[config.mk]
export PLATFORM = sky130hd
export DESIGN_NAME = diff_ser_tx
export DESIGN_NICKNAME = d
export VERILOG_FILES = /design/src/rtl/diff_ser_tx.sv
export SDC_FILE = /design/constraint.sdc
export NUM_CORES = 1
export LEC_CHECK = 0
export ABC_CLOCK_PERIOD_IN_PS = 3900
export CORE_ASPECT_RATIO = 1.1
export CORE_MARGIN = 1
export CORE_UTILIZATION = 40
export CTS_BUF_LIST = sky130_fd_sc_hd__clkbuf_8 sky130_fd_sc_hd__clkbuf_16
export DETAILED_ROUTE_END_ITERATION = 8
export GPL_TIMING_DRIVEN = 0
export RECOVER_POWER = 25
export REMOVE_ABC_BUFFERS = 1
export SLEW_MARGIN = 20
export SYNTH_ARGS = -nofsm -noshare
export SYNTH_HDL_FRONTEND = slang
export SYNTH_SLANG_ARGS = --single-unit
[constraint.sdc]
create_clock -name CLK -period 3.9 [get_ports CLK]
set_input_delay 1.17 -clock CLK [delete_from_list [all_inputs] [get_ports CLK]]
set_output_delay 1.17 -clock CLK [all_outputs]
set_load 0.005 [all_outputs]
[src/rtl/diff_ser_tx.sv]
// Differential serial transmitter: one start bit (0), DATA_WIDTH payload bits
// sent LSB-first, one stop bit (1), each held for CLKDIV clocks. O/OB are a
// registered complementary pair. FRAME_CNT counts completed frames.
module diff_ser_tx #(
  parameter int unsigned DATA_WIDTH = 8,
  parameter int unsigned CLKDIV     = 4
) (
  input  logic                  CLK,
  input  logic                  RST_N,
  input  logic                  EN,
  input  logic [DATA_WIDTH-1:0] DATA,
  input  logic                  VALID,
  output logic                  READY,
  output logic                  BUSY,
  output logic                  O,
  output logic                  OB,
  output logic [15:0]           FRAME_CNT
);

  localparam int unsigned CW = (CLKDIV > 1) ? $clog2(CLKDIV) : 1;
  localparam int unsigned IW = (DATA_WIDTH > 1) ? $clog2(DATA_WIDTH) : 1;
  localparam logic [CW-1:0] CNT_LAST = CW'(CLKDIV - 1);
  localparam logic [IW-1:0] IDX_LAST = IW'(DATA_WIDTH - 1);

  typedef enum logic [1:0] {S_IDLE, S_START, S_DATA, S_STOP} state_t;

  state_t                state, state_nxt;
  logic [CW-1:0]         cnt, cnt_nxt;
  logic [IW-1:0]         idx, idx_nxt;
  logic [DATA_WIDTH-1:0] shreg, shreg_nxt;
  logic                  o_reg, ob_reg, o_nxt;
  logic                  frame_done, bit_end;
  logic [15:0]           frame_cnt;
  // Set on the first clock edge after reset release; gates READY so it
  // follows EN only from that edge onward.
  logic                  run;

  assign READY     = (state == S_IDLE) && EN && run;
  assign BUSY      = (state != S_IDLE);
  assign O         = o_reg;
  assign OB        = ob_reg;
  assign FRAME_CNT = frame_cnt;

  // Next-state, bit timing and shift logic; line value is derived from the
  // next state so O changes on the same edge the state does.
  always_comb begin
    state_nxt  = state;
    cnt_nxt    = cnt;
    idx_nxt    = idx;
    shreg_nxt  = shreg;
    frame_done = 1'b0;
    o_nxt      = 1'b1;
    bit_end    = (cnt == CNT_LAST);
    case (state)
      S_IDLE: begin
        cnt_nxt = '0;
        idx_nxt = '0;
        if (VALID && READY) begin
          shreg_nxt = DATA;
          state_nxt = S_START;
        end
      end
      S_START: begin
        if (bit_end) begin
          state_nxt = S_DATA;
          cnt_nxt   = '0;
          idx_nxt   = '0;
        end else begin
          cnt_nxt = cnt + 1'b1;
        end
      end
      S_DATA: begin
        if (bit_end) begin
          cnt_nxt = '0;
          if (idx == IDX_LAST) begin
            state_nxt = S_STOP;
            idx_nxt   = '0;
          end else begin
            idx_nxt   = idx + 1'b1;
            shreg_nxt = shreg >> 1;
          end
        end else begin
          cnt_nxt = cnt + 1'b1;
        end
      end
      S_STOP: begin
        if (bit_end) begin
          state_nxt  = S_IDLE;
          cnt_nxt    = '0;
          frame_done = 1'b1;
        end else begin
          cnt_nxt = cnt + 1'b1;
        end
      end
      default: begin
        state_nxt = S_IDLE;
        cnt_nxt   = '0;
        idx_nxt   = '0;
      end
    endcase
    case (state_nxt)
      S_START: o_nxt = 1'b0;
      S_DATA:  o_nxt = shreg_nxt[0];
      default: o_nxt = 1'b1;
    endcase
  end

  // State, counters, line pair and frame counter registers.
  always_ff @(posedge CLK or negedge RST_N) begin
    if (!RST_N) begin
      state     <= S_IDLE;
      cnt       <= '0;
      idx       <= '0;
      shreg     <= '0;
      o_reg     <= 1'b1;
      ob_reg    <= 1'b0;
      frame_cnt <= '0;
      run       <= 1'b0;
    end else begin
      state  <= state_nxt;
      cnt    <= cnt_nxt;
      idx    <= idx_nxt;
      shreg  <= shreg_nxt;
      o_reg  <= o_nxt;
      ob_reg <= ~o_nxt;
      run    <= 1'b1;
      if (frame_done) frame_cnt <= frame_cnt + 16'd1;
    end
  end

endmodule
# Yosys cells after proc, flatten, opt, wreduce, memory -nomap -nowiden

Cells that the tools add are included.

Add/subtract/negate cells: 3
Eq/ne operators: 11
Muxes and demuxes: 19
Bitwise logic cells: 1
Reduce and logical (&&, ||, !) cells: 10

Operators by type and width:

| kind                    | number |
|---|---|
| $mux W8                 | 3 |
| $add A16 B1 Y16 const B | 1 |
| $pmux W8 S2             | 1 |
| $mux W2                 | 6 |
| $mux W3                 | 3 |
| $pmux W3 S3             | 1 |
| $eq A2 B2 Y1 const B    | 4 |
| $pmux W2 S4             | 1 |
| $ne A2 B2 Y1 const B    | 3 |
| $eq A2 B1 Y1 const B    | 2 |
| $pmux W2 S2             | 1 |
| $reduce_and A4 Y1       | 1 |
| $reduce_bool A2 Y1      | 2 |
| $add A3 B1 Y3 const B   | 1 |
| $eq A3 B3 Y1 const B    | 1 |
| $logic_and A1 B1 Y1     | 3 |
| $reduce_and A3 Y1       | 1 |
| $reduce_bool A3 Y1      | 1 |
| $reduce_or A3 Y1        | 1 |
| $add A2 B1 Y2 const B   | 1 |
| $logic_not A2 Y1        | 1 |
| $mux W1                 | 2 |
| $ne A2 B1 Y1 const B    | 1 |
| $pmux W1 S2             | 1 |
| $not A1 Y1              | 1 |

Bits in registers: 34
Input port bits: 12
Logic and storage cells: 53

# Depth between registers and ports, before layout

Depth after elaboration: 9
Depth in mapped cells: 7
Gate-level depth less buffers: 6

# Worst setup path after synthesis

Ideal clock, no wire load.

Path kind: input -> output
Start point: in EN
End point: out READY
Arrival time: 1.307 ns
Setup slack: 1.423 ns
Stages: 1
Path buffers: 0
Cell sequence: and3_1

Longest elaborated chain between the ends: 2

RTL lines:

| element                          | RTL line | source |
|---|---|---|
| from (decl)                      | 10       | `input logic EN,` |
| $logic_and A1 B1 Y1 (2 in a row) | 38       | `assign READY = (state == S_IDLE) && EN && run;` |
| to (decl)                        | 13       | `output logic READY,` |

Every way passes these cells.

# Final worst setup path

Same ends and word-level chain as after synthesis.

==> run_results.csv <==
group,metric,value,unit
run_status,status,"complete, no violations",
pwr,power_density,543,mW/mm^2
layout,syn2layout_area_growth,29.9,%
global_routing,grt_usage,0.172,
layout,multiInputGateArea,656,sq um
pwr,power.internal,0.000755,W
layout,fin_cells,216,
pwr,p_comb_frac,0.266,
critical_path,reg2reg_depth,5,
pwr,p_sw_frac,0.306,
place,hpwl,2160,um
yosys,synth_xor_area_frac,0.0959,
clocking,clock_latency,0.28,ns
timing,timing_hold_violations_final,0,
clocking,cts_resized,0,
clocking,numCtsBuffers,5,
detailed_routing,viasPerCell,5.19,
critical_path,critPathKind,"primary input to output pin",
floorplanning,die_h,67.1,um
timing,final.setup_skew,0.00493,ns
floorplanning,die_area,0.00410,sq mm
place,place_congestion,0.756,
global_routing,antenna_found_initial,0,
critical_path,rrSetupSlack,2.00,ns
clocking,root_buffer,"clkbuf_8",
floorplanning,core,0.00365,sq mm
timing,worst_pin_slew,1.04,ns
critical_path,worstPathArrival,2.29,ns
timing,setup_viol,0,
yosys,synth-async-reset-ratio,1.00,
layout,fillCellCount,341,
yosys,ys_warn_count,0,
layout,antenna_cells,0,
pwr,power.switching,0.000332,W
yosys,ys.flop_type,"dfrtp_1",
timing,rsz0062_at_grt,"false",
timing,max-slew-margin-rel,0.304,
hold_path,min_path_cells,1,
pwr,ir_drop,304,uV
detailed_routing,ant_nets,0,
layout,ff_latch_area,852,sq um
critical_path,crit_path_max_incr_delay,0.50,ns
clocking,htreeDepth,2,
global_routing,grt_pass1_wl,5000,um
yosys,synth_top_family_by_area,"simple AND/OR/NAND/NOR gates",
pwr,pwr-share-seq,0.488,
hold_path,min_to,"cnt[0]",
global_routing,overflow,0,
yosys,synth.area.mux_share,0.0219,
layout,final_layout_size_suffix_gt1_frac,0.102,
clocking,cts.sinks,34,
detailed_routing,firstDrtPassIters,4,
critical_path,crit_path_top_delay_cell,"clkdlybuf4s50_1",
yosys,syn_inst,131,
yosys,synth-compound-area-share,0.105,
hold_path,hp-start,"cnt[0]",
place,io_buffers,31,
critical_path,required,2.73,ns
clocking,cts_setup_buffers,0,
critical_path,cp-start-kind,"primary input",
critical_path,path_max_fanout,2,
layout,fin_nets,181,
timing,fmax,289,MHz
critical_path,critPathMostFrequentCell,"clkdlybuf4s50_1",
yosys,synthAdderAreaFrac,0.0325,
detailed_routing,via_count,1120,
timing,fin_crit_sh,0.886,
yosys,ys_ff_latch,34,
timing,finalMaxSlewViolations,0,
flow_run,maxCapViolations,0,
critical_path,end_kind,"output pin",
yosys,synth_simple_gate_area_frac,0.168,
detailed_routing,drc,0,
clocking,cts_buffer_depth,2,
clocking,clk_pin_slew,0.07,ns
pwr,p_leak,0.922,nW
floorplanning,start_util,0.421,
global_routing,grt_pass1_vias,1140,
timing,tns,0,ns
timing,min_period,3.46,ns
floorplanning,die_w,61.2,um
clocking,cts_hold_buf,0,
yosys,avgSynthCellArea,11.8,sq um
detailed_routing,wire_per_inst,13.4,um
yosys,syn-cell-area,0.00154,sq mm
floorplanning,ioPinCount,32,
floorplanning,placementRows,23,
yosys,synth_edf_count,0,
yosys,synth.distinct_cells,33,
yosys,yosysSeqAreaShare,0.553,
timing,holdWs,0.434,ns
detailed_routing,wirelength,2890,um
hold_path,hp-class,"flip-flop to flip-flop",
detailed_routing,drt-initial-drc-count,51,
place,place_inst,208,
global_routing,grt_max_degree,19,
critical_path,r2r-end,"shreg[7]",
critical_path,crit_chain,"clkdlybuf4s50_1, and3_1, clkdlybuf4s50_1",
pwr,clockPowerShare,0.246,
critical_path,reg2reg_from,"idx[0]",
clocking,tritoncts,"done",
## layer usage
metal	vias up	GRT usage	wire [um]
met4	0	0.0824	51
li1	535	-	-
met3	5	0.0680	144
met5	-	0	0
met2	28	0.280	1410
met1	552	0.192	1290
## stage by stage
stage / utilization / cell area (sq um) / power, W / setup slack (ns)
after CTS: 0.548 / 2000 / 0.00110 / 0.436
after floorplan: - / 1510 / 0.000689 / 1.42
after detailed placement: 0.522 / 1910 / 0.000833 / 0.449
final: 0.547 / 2000 / 0.00109 / 0.443
after global placement: 0.516 / 1880 / 0.000812 / 0.455
after global routing: 0.547 / 2000 / 0.00117 / 0.405
## state kept, by name (all words and copies together) (netlist names)
| signal | cells |
|---|---|
| FRAME_CNT | 16 |
| O | 1 |
| OB | 1 |
| cnt | 2 |
| idx | 3 |
| run | 1 |
| shreg | 8 |
| state | 2 |
## synth_stat cells, types with 2 or more instances
cell type	n	area, sq um
nand4_1	3	18.8
a21o_1	6	45.0
nor3_2	2	20.0
nor3_1	3	15.0
and3_1	4	25.0
xnor2_1	11	96.3
dfrtp_1	33	826
nor2_1	5	18.8
nand3b_1	2	15.0
buf_2	2	10.0
nand2_1	10	37.5
o21ai_0	2	10.0
nand3_1	9	45.0
mux2_2	3	33.8
a22o_1	9	78.8
and4_1	3	26.3
xor2_1	4	35.0
ha_1	4	50.1
buf_4	2	15.0
## worst max path at each step
stage,from,end,depth (start not counted)
floorplan,EN,READY,1
global placement,EN,READY,3
detailed placement,EN,READY,3
CTS,EN,READY,3
global route,EN,READY,3
finish,EN,READY,3
## final cells by class
class	instances	area share
flip-flops and latches	34	0.426
inverters	1	0.00188
clock buffers	6	0.0413
multi-input cells	91	0.328
well taps	50	0.0313
repair buffers	32	0.166
clock inverters	2	0.00625
## critical path: cells and delay by family
| family | cells | cell delay [ns] |
|---|---|---|
| buffers and inverters | 2 | 0.97 |
| AND/OR/NAND/NOR | 1 | 0.15 |
## power groups by stage
stage | Clock [W] | Sequential (W) | Combinational [W]
floorplan | 0 | 0.000520 | 0.000169
finish | 0.000268 | 0.000530 | 0.000289
CTS | 0.000276 | 0.000532 | 0.000296
detailed placement | 0 | 0.000539 | 0.000294
global route | 0.000293 | 0.000548 | 0.000326
global placement | 0 | 0.000535 | 0.000278
## kinds of logic (layout without fill, tap and decap cells)
family                   Yosys count  after routing
AO/OA/AOI/OAI                     21             21
XOR/XNOR                          16             16
adder cells (fa/ha/maj)            4              4
buffers and inverters              6             41
flip-flops                        34             34
multiplexers                       3              3
other                              1              1
AND/OR/NAND/NOR                   46             46
## layout by cell type (no fill, tap or decap), drive strengths merged
cell type / netlist / layout
dfstp: 1 / 1
a21o: 6 / 6
and4: 4 / 4
a21oi: 1 / 1
o21ai: 2 / 2
buf: 4 / 1
ha: 4 / 4
o211ai: 1 / 1
nand2b: 1 / 1
nor3b: 1 / 1
dfrtp: 33 / 33
nor2: 5 / 5
nand4: 3 / 3
o21a: 1 / 1
clkinvlp: 0 / 1
conb: 1 / 1
and3: 4 / 4
nand3: 9 / 9
xor2: 5 / 5
mux2: 3 / 3
clkbuf: 1 / 7
nand2: 10 / 10
clkdlybuf4s50: 0 / 30
nand3b: 2 / 2
xnor2: 11 / 11
a22o: 9 / 9
nor3: 5 / 5
a22oi: 1 / 1
clkinv: 0 / 1
nor2b: 1 / 1
and2: 1 / 1
inv: 1 / 1
Power figures use the tool's default switching activity.
==> variant 1, RTL diff (same flow settings) <==
Make the reset (`RST_N`) synchronous in one clocked block.
--- a/src/rtl/diff_ser_tx.sv
+++ b/src/rtl/diff_ser_tx.sv
@@ -107,5 +107,5 @@
 
   // State, counters, line pair and frame counter registers.
-  always_ff @(posedge CLK or negedge RST_N) begin
+  always_ff @(posedge CLK) begin
     if (!RST_N) begin
       state     <= S_IDLE;
Function: differs if RST_N is asserted again (counterexample within 4 cycles, from zero or initial values and one cycle with RST_N low); with RST_N held inactive, the same outputs for 10 cycles.
==> variant 1 against the original RTL <==
Sequential cell count is the same. Via count grew 13%. Synthesized area decreased by 2.8%. Final area fell by 4.1%. Critical path type unchanged. Register-to-register slack got worse by 0.52 ns. Worst setup slack worse by 0.14 ns. Routed wire length rose by 9.6%.
Power is not compared: it rests on default switching activity, and its combinational part moved more than twofold at a synthesized area within 25%.
==> variant 1: results (changes against the original RTL) <==
[run_status]
status=finished, final reports clean

[timing]
worst_pin_slew_ns=0.874  ; -0.170 ns
hold_viol=0  ; unchanged
fin_crit_sh=0.922  ; +0.0351
fin_worst_skew_ns=0.00770  ; +0.00277 ns

[clock_tree]
numCtsBuffers=5  ; unchanged
ctsResizeCount=0  ; unchanged
clock_latency_ns=0.28  ; about the same
path_clk_slew_ns=0.07  ; about the same
ctsHtreeMaxLevel=2  ; unchanged
clockBufferDepth=2  ; unchanged
cts_setup_buffers=0  ; unchanged

[worst_setup_path]
cp_num_cells=3  ; unchanged
r2r-start=cnt[0]$_SDFF_PP0_
reg2reg_to=FRAME_CNT[15]$_SDFFE_PN0P_
endpoint=READY
cp_max_fo=4  ; +2
critical-path-top-delay-family=buffers and inverters
max_stage_delay_ns=0.52  ; +0.02 ns
r2r_cells=5  ; unchanged
crit_start=EN
r2r_setup_slack_ns=1.48  ; -0.52 ns
crit_slowest_cell=clkdlybuf4s50_1
worst_ep_arrival_time_ns=2.42  ; +0.13 ns

[routing]
via_per_inst=5.25  ; +1.3%
drtIter0Drc=43  ; -16%
drt-pass1-iter-count=4  ; unchanged
wl_mm=3.17  ; +9.6%

[power]
max-vdd-ir-drop_mv=0.218
p_leak_uw=0.000702

[synth]
yosys-top-cells-area=dfxtp_1 45%, a21oi_1 4.0%, nor2_1 4.0%
syn_area_per_cell_um2=9.24  ; -21%
synth_commonest_cells=34 x dfxtp_1, 16 x nor2_1, 14 x nand2_1
ys_seq_area_frac=0.455  ; -0.0984
yosysUniqueCellTypes=45  ; +36%
async_flop_share=0  ; -1.00

[global_routing]
antenna_found_initial=0  ; unchanged
grt_pass1_wl_mm=5.17  ; +3.5%
grt_max_degree=31  ; +12
grt_pass1_vias=1210  ; +6.1%
grt.total_usage=0.176  ; +0.00434

[final_layout]
stdcell_area_mm2=0.00192  ; -4.1%
fill_cells=320  ; -6.2%
fin_cells=241  ; +12%
num_antenna_cells=0  ; unchanged
drive_gt1_frac=0.0622  ; -0.0402
fin_nets=208  ; +15%

[placed_design]
port_buffers=31  ; unchanged
place_hpwl_mm=2.21  ; +2.5%
placed_cell_area_mm2=0.00184  ; -3.3%
post-place-cells=233  ; +12%
pre_cts_slack_ns=0.305  ; -0.143 ns
place_congestion=0.685  ; -9.4%

[run]
maxCapViolations=0  ; unchanged

[min_path]
holdPathStages=1  ; unchanged

[variant 1: worst min path at each step]
stage	startpoint	end	slack [ns]
after global routing	cnt[0]$_SDFF_PP0_	cnt[0]$_SDFF_PP0_	0.46
after CTS	cnt[0]$_SDFF_PP0_	cnt[0]$_SDFF_PP0_	0.44
after global placement	cnt[0]$_SDFF_PP0_	cnt[0]$_SDFF_PP0_	0.42
after detailed placement	cnt[0]$_SDFF_PP0_	cnt[0]$_SDFF_PP0_	0.43
after floorplan	cnt[0]$_SDFF_PP0_	cnt[0]$_SDFF_PP0_	0.41
final	cnt[0]$_SDFF_PP0_	cnt[0]$_SDFF_PP0_	0.43
[variant 1: cells by family (layout without fill, tap and decap cells)]
family / count (synthesis) / in the layout / synth area share
buffers and inverters: 12 / 43 / 0.0301
adder cells (fa/ha/maj): 5 / 5 / 0.0401
AO/OA/AOI/OAI: 30 / 30 / 0.133
multiplexers: 4 / 4 / 0.0276
flip-flops: 34 / 34 / 0.455
XOR/XNOR: 11 / 11 / 0.0644
AND/OR/NAND/NOR: 66 / 66 / 0.250
[variant 1: cell type report]
| type | instances | share of cell area |
|---|---|---|
| clock buffer | 6 | 0.0430 |
| clock inverter | 2 | 0.00456 |
| inverter | 4 | 0.00782 |
| multi-input combinational | 116 | 0.397 |
| sequential | 34 | 0.355 |
| tap | 48 | 0.0313 |
| timing repair buffer | 31 | 0.162 |
[variant 1: per-layer routing]
layer  vias to the layer above  wire [µm]  track usage
li1                        644          -            -
met5                         -          0            0
met1                       591       1410        0.202
met4                         0         47       0.0610
met2                        26       1570        0.299
met3                         5        138       0.0587
[variant 1: report_power, final]
group | leakage [µW] | internal [µW] | total [µW] | switching [µW]
registers | 0.000275 | 352 | 356 | 3.78
clock network | 0.0000524 | 140 | 260 | 121
logic | 0.000375 | 19.3 | 34.8 | 15.5
==> variant 2, RTL diff (config.mk and constraints unchanged) <==
Without the edit above. Set the parameter `DATA_WIDTH` to 16 (it was 8).
--- a/src/rtl/diff_ser_tx.sv
+++ b/src/rtl/diff_ser_tx.sv
@@ -3,5 +3,5 @@
 // registered complementary pair. FRAME_CNT counts completed frames.
 module diff_ser_tx #(
-  parameter int unsigned DATA_WIDTH = 8,
+  parameter int unsigned DATA_WIDTH = 16,
   parameter int unsigned CLKDIV     = 4
 ) (
Interface: changed (resized DATA); port bits go from 32 to 40. The function was not compared with the original's and may differ.
==> variant 2 against the original RTL <==
Routed wire length grew 46%. Sequential power down 16%. Sequential cell count increased by 9. Critical path depth grew 1. Clock power grew 2%. Synthesized area grew 34%. Worst setup slack worse by 0.17 ns. Final area increased by 27%. Clock skew increased by 0.0011 ns. Power down 31%.
==> variant 2: results (changes against the original RTL) <==
[routing]
drtIter0Drc=47  ; -7.8%
wl_met3_um=173  ; +20%
via_per_inst=5.42  ; +4.5%
met2WireLength_mm=2.23  ; +59%
wl_per_cell_um=15.8  ; +18%

[run_status]
status=finished, final reports clean

[global_routing]
grtUsageMet3=0.0420  ; -0.0259
grt_pass1_vias=1501  ; +32%
grt_max_degree=26  ; +7
use_met1=0.203  ; +0.0108
grt_use_met2=0.284  ; +0.00392
grt.total_usage=0.167  ; -0.00494
grt_pass1_wl_mm=7.07  ; +42%

[power]
max-vdd-ir-drop_mv=0.138  ; -55%
p_seq_frac=0.596  ; +0.108
totalPowerFinal_uw=750  ; -31%
p_leak_uw=0.00124  ; +35%
power.internal_uw=585  ; -23%

[final_layout]
multi_input_area_um2=891  ; +36%
multi_input_area_share=0.352  ; +0.0241
multi_input_cells=114  ; +25%
drive_gt1_frac=0.0952  ; -0.00717
buf_share=0.153  ; -0.0126
fin_cells=268  ; +24%
layout.clock.cell_area_share=0.0336  ; -0.0139
fin_nets=232  ; +28%
seq_share=0.425  ; -0.000497
inv_count=5  ; +4
buffers=40  ; +25%

[timing]
worst_pin_slew_ns=1.32  ; +0.277 ns
fin_worst_skew_ns=0.00602  ; +0.00109 ns

[worst_setup_path]
r2r-start=cnt[0]$_DFF_PN0_
cp_max_fo=3  ; +1
worst_ep_arrival_time_ns=2.46  ; +0.17 ns
max_stage_delay_ns=0.52  ; +0.02 ns

[placed_design]
placed_cell_area_mm2=0.00247  ; +30%
post-place-cells=260  ; +25%
place_congestion=0.790  ; +4.5%
place_hpwl_mm=3.02  ; +40%

[synth]
synth_commonest_cells=42 x dfrtp_1, 15 x a21o_1, 15 x a22o_1
ys_seq_area_frac=0.523  ; -0.0301
syn_area_per_cell_um2=12.2  ; +3.6%
yosys-top-cells-area=dfrtp_1 51%, a22o_1 6.4%, a21o_1 5.5%
async_flop_share=1.00  ; unchanged
yosysUniqueCellTypes=41  ; +24%

[clock_tree]
clockBufferDepth=2  ; unchanged
clock_latency_ns=0.30  ; +0.02 ns

[floorplan]
taps=58  ; +16%

==> variant 2: cell count changes after synthesis, sizes merged, moves of 4 or more <==
cell   unedited run  this run
a21o              6        15
nor2b             1         5
dfrtp            33        42
a22o              9        15
inv               1         5
and4              4         0
==> variant 2: path summary, 6_finish.rpt <==
kind	cells past startpoint	slack [ns]	to
setup / recovery	4	0.27	READY
hold / removal	1	0.45	cnt[0]$_DFF_PN0_
setup reg to reg	5	1.73	OB$_DFF_PN0_
hold reg to reg	1	0.45	cnt[0]$_DFF_PN0_
max in group asynchronous	2	1.14	shreg[14]$_DFFE_PN0P_
min in group asynchronous	1	1.03	idx[2]$_DFFE_PN0P_
==> variant 2: kinds of logic after synthesis <==
family,Yosys count,synth area share
and+or+nand+nor,48,0.157
AOI/OAI and AO/OA,44,0.175
DFF,43,0.523
xor gates and xnor gates,16,0.0680
buffers and inverters,12,0.0456
adders and majority gates,3,0.0182
muxes,2,0.0109
other,1,0.00182
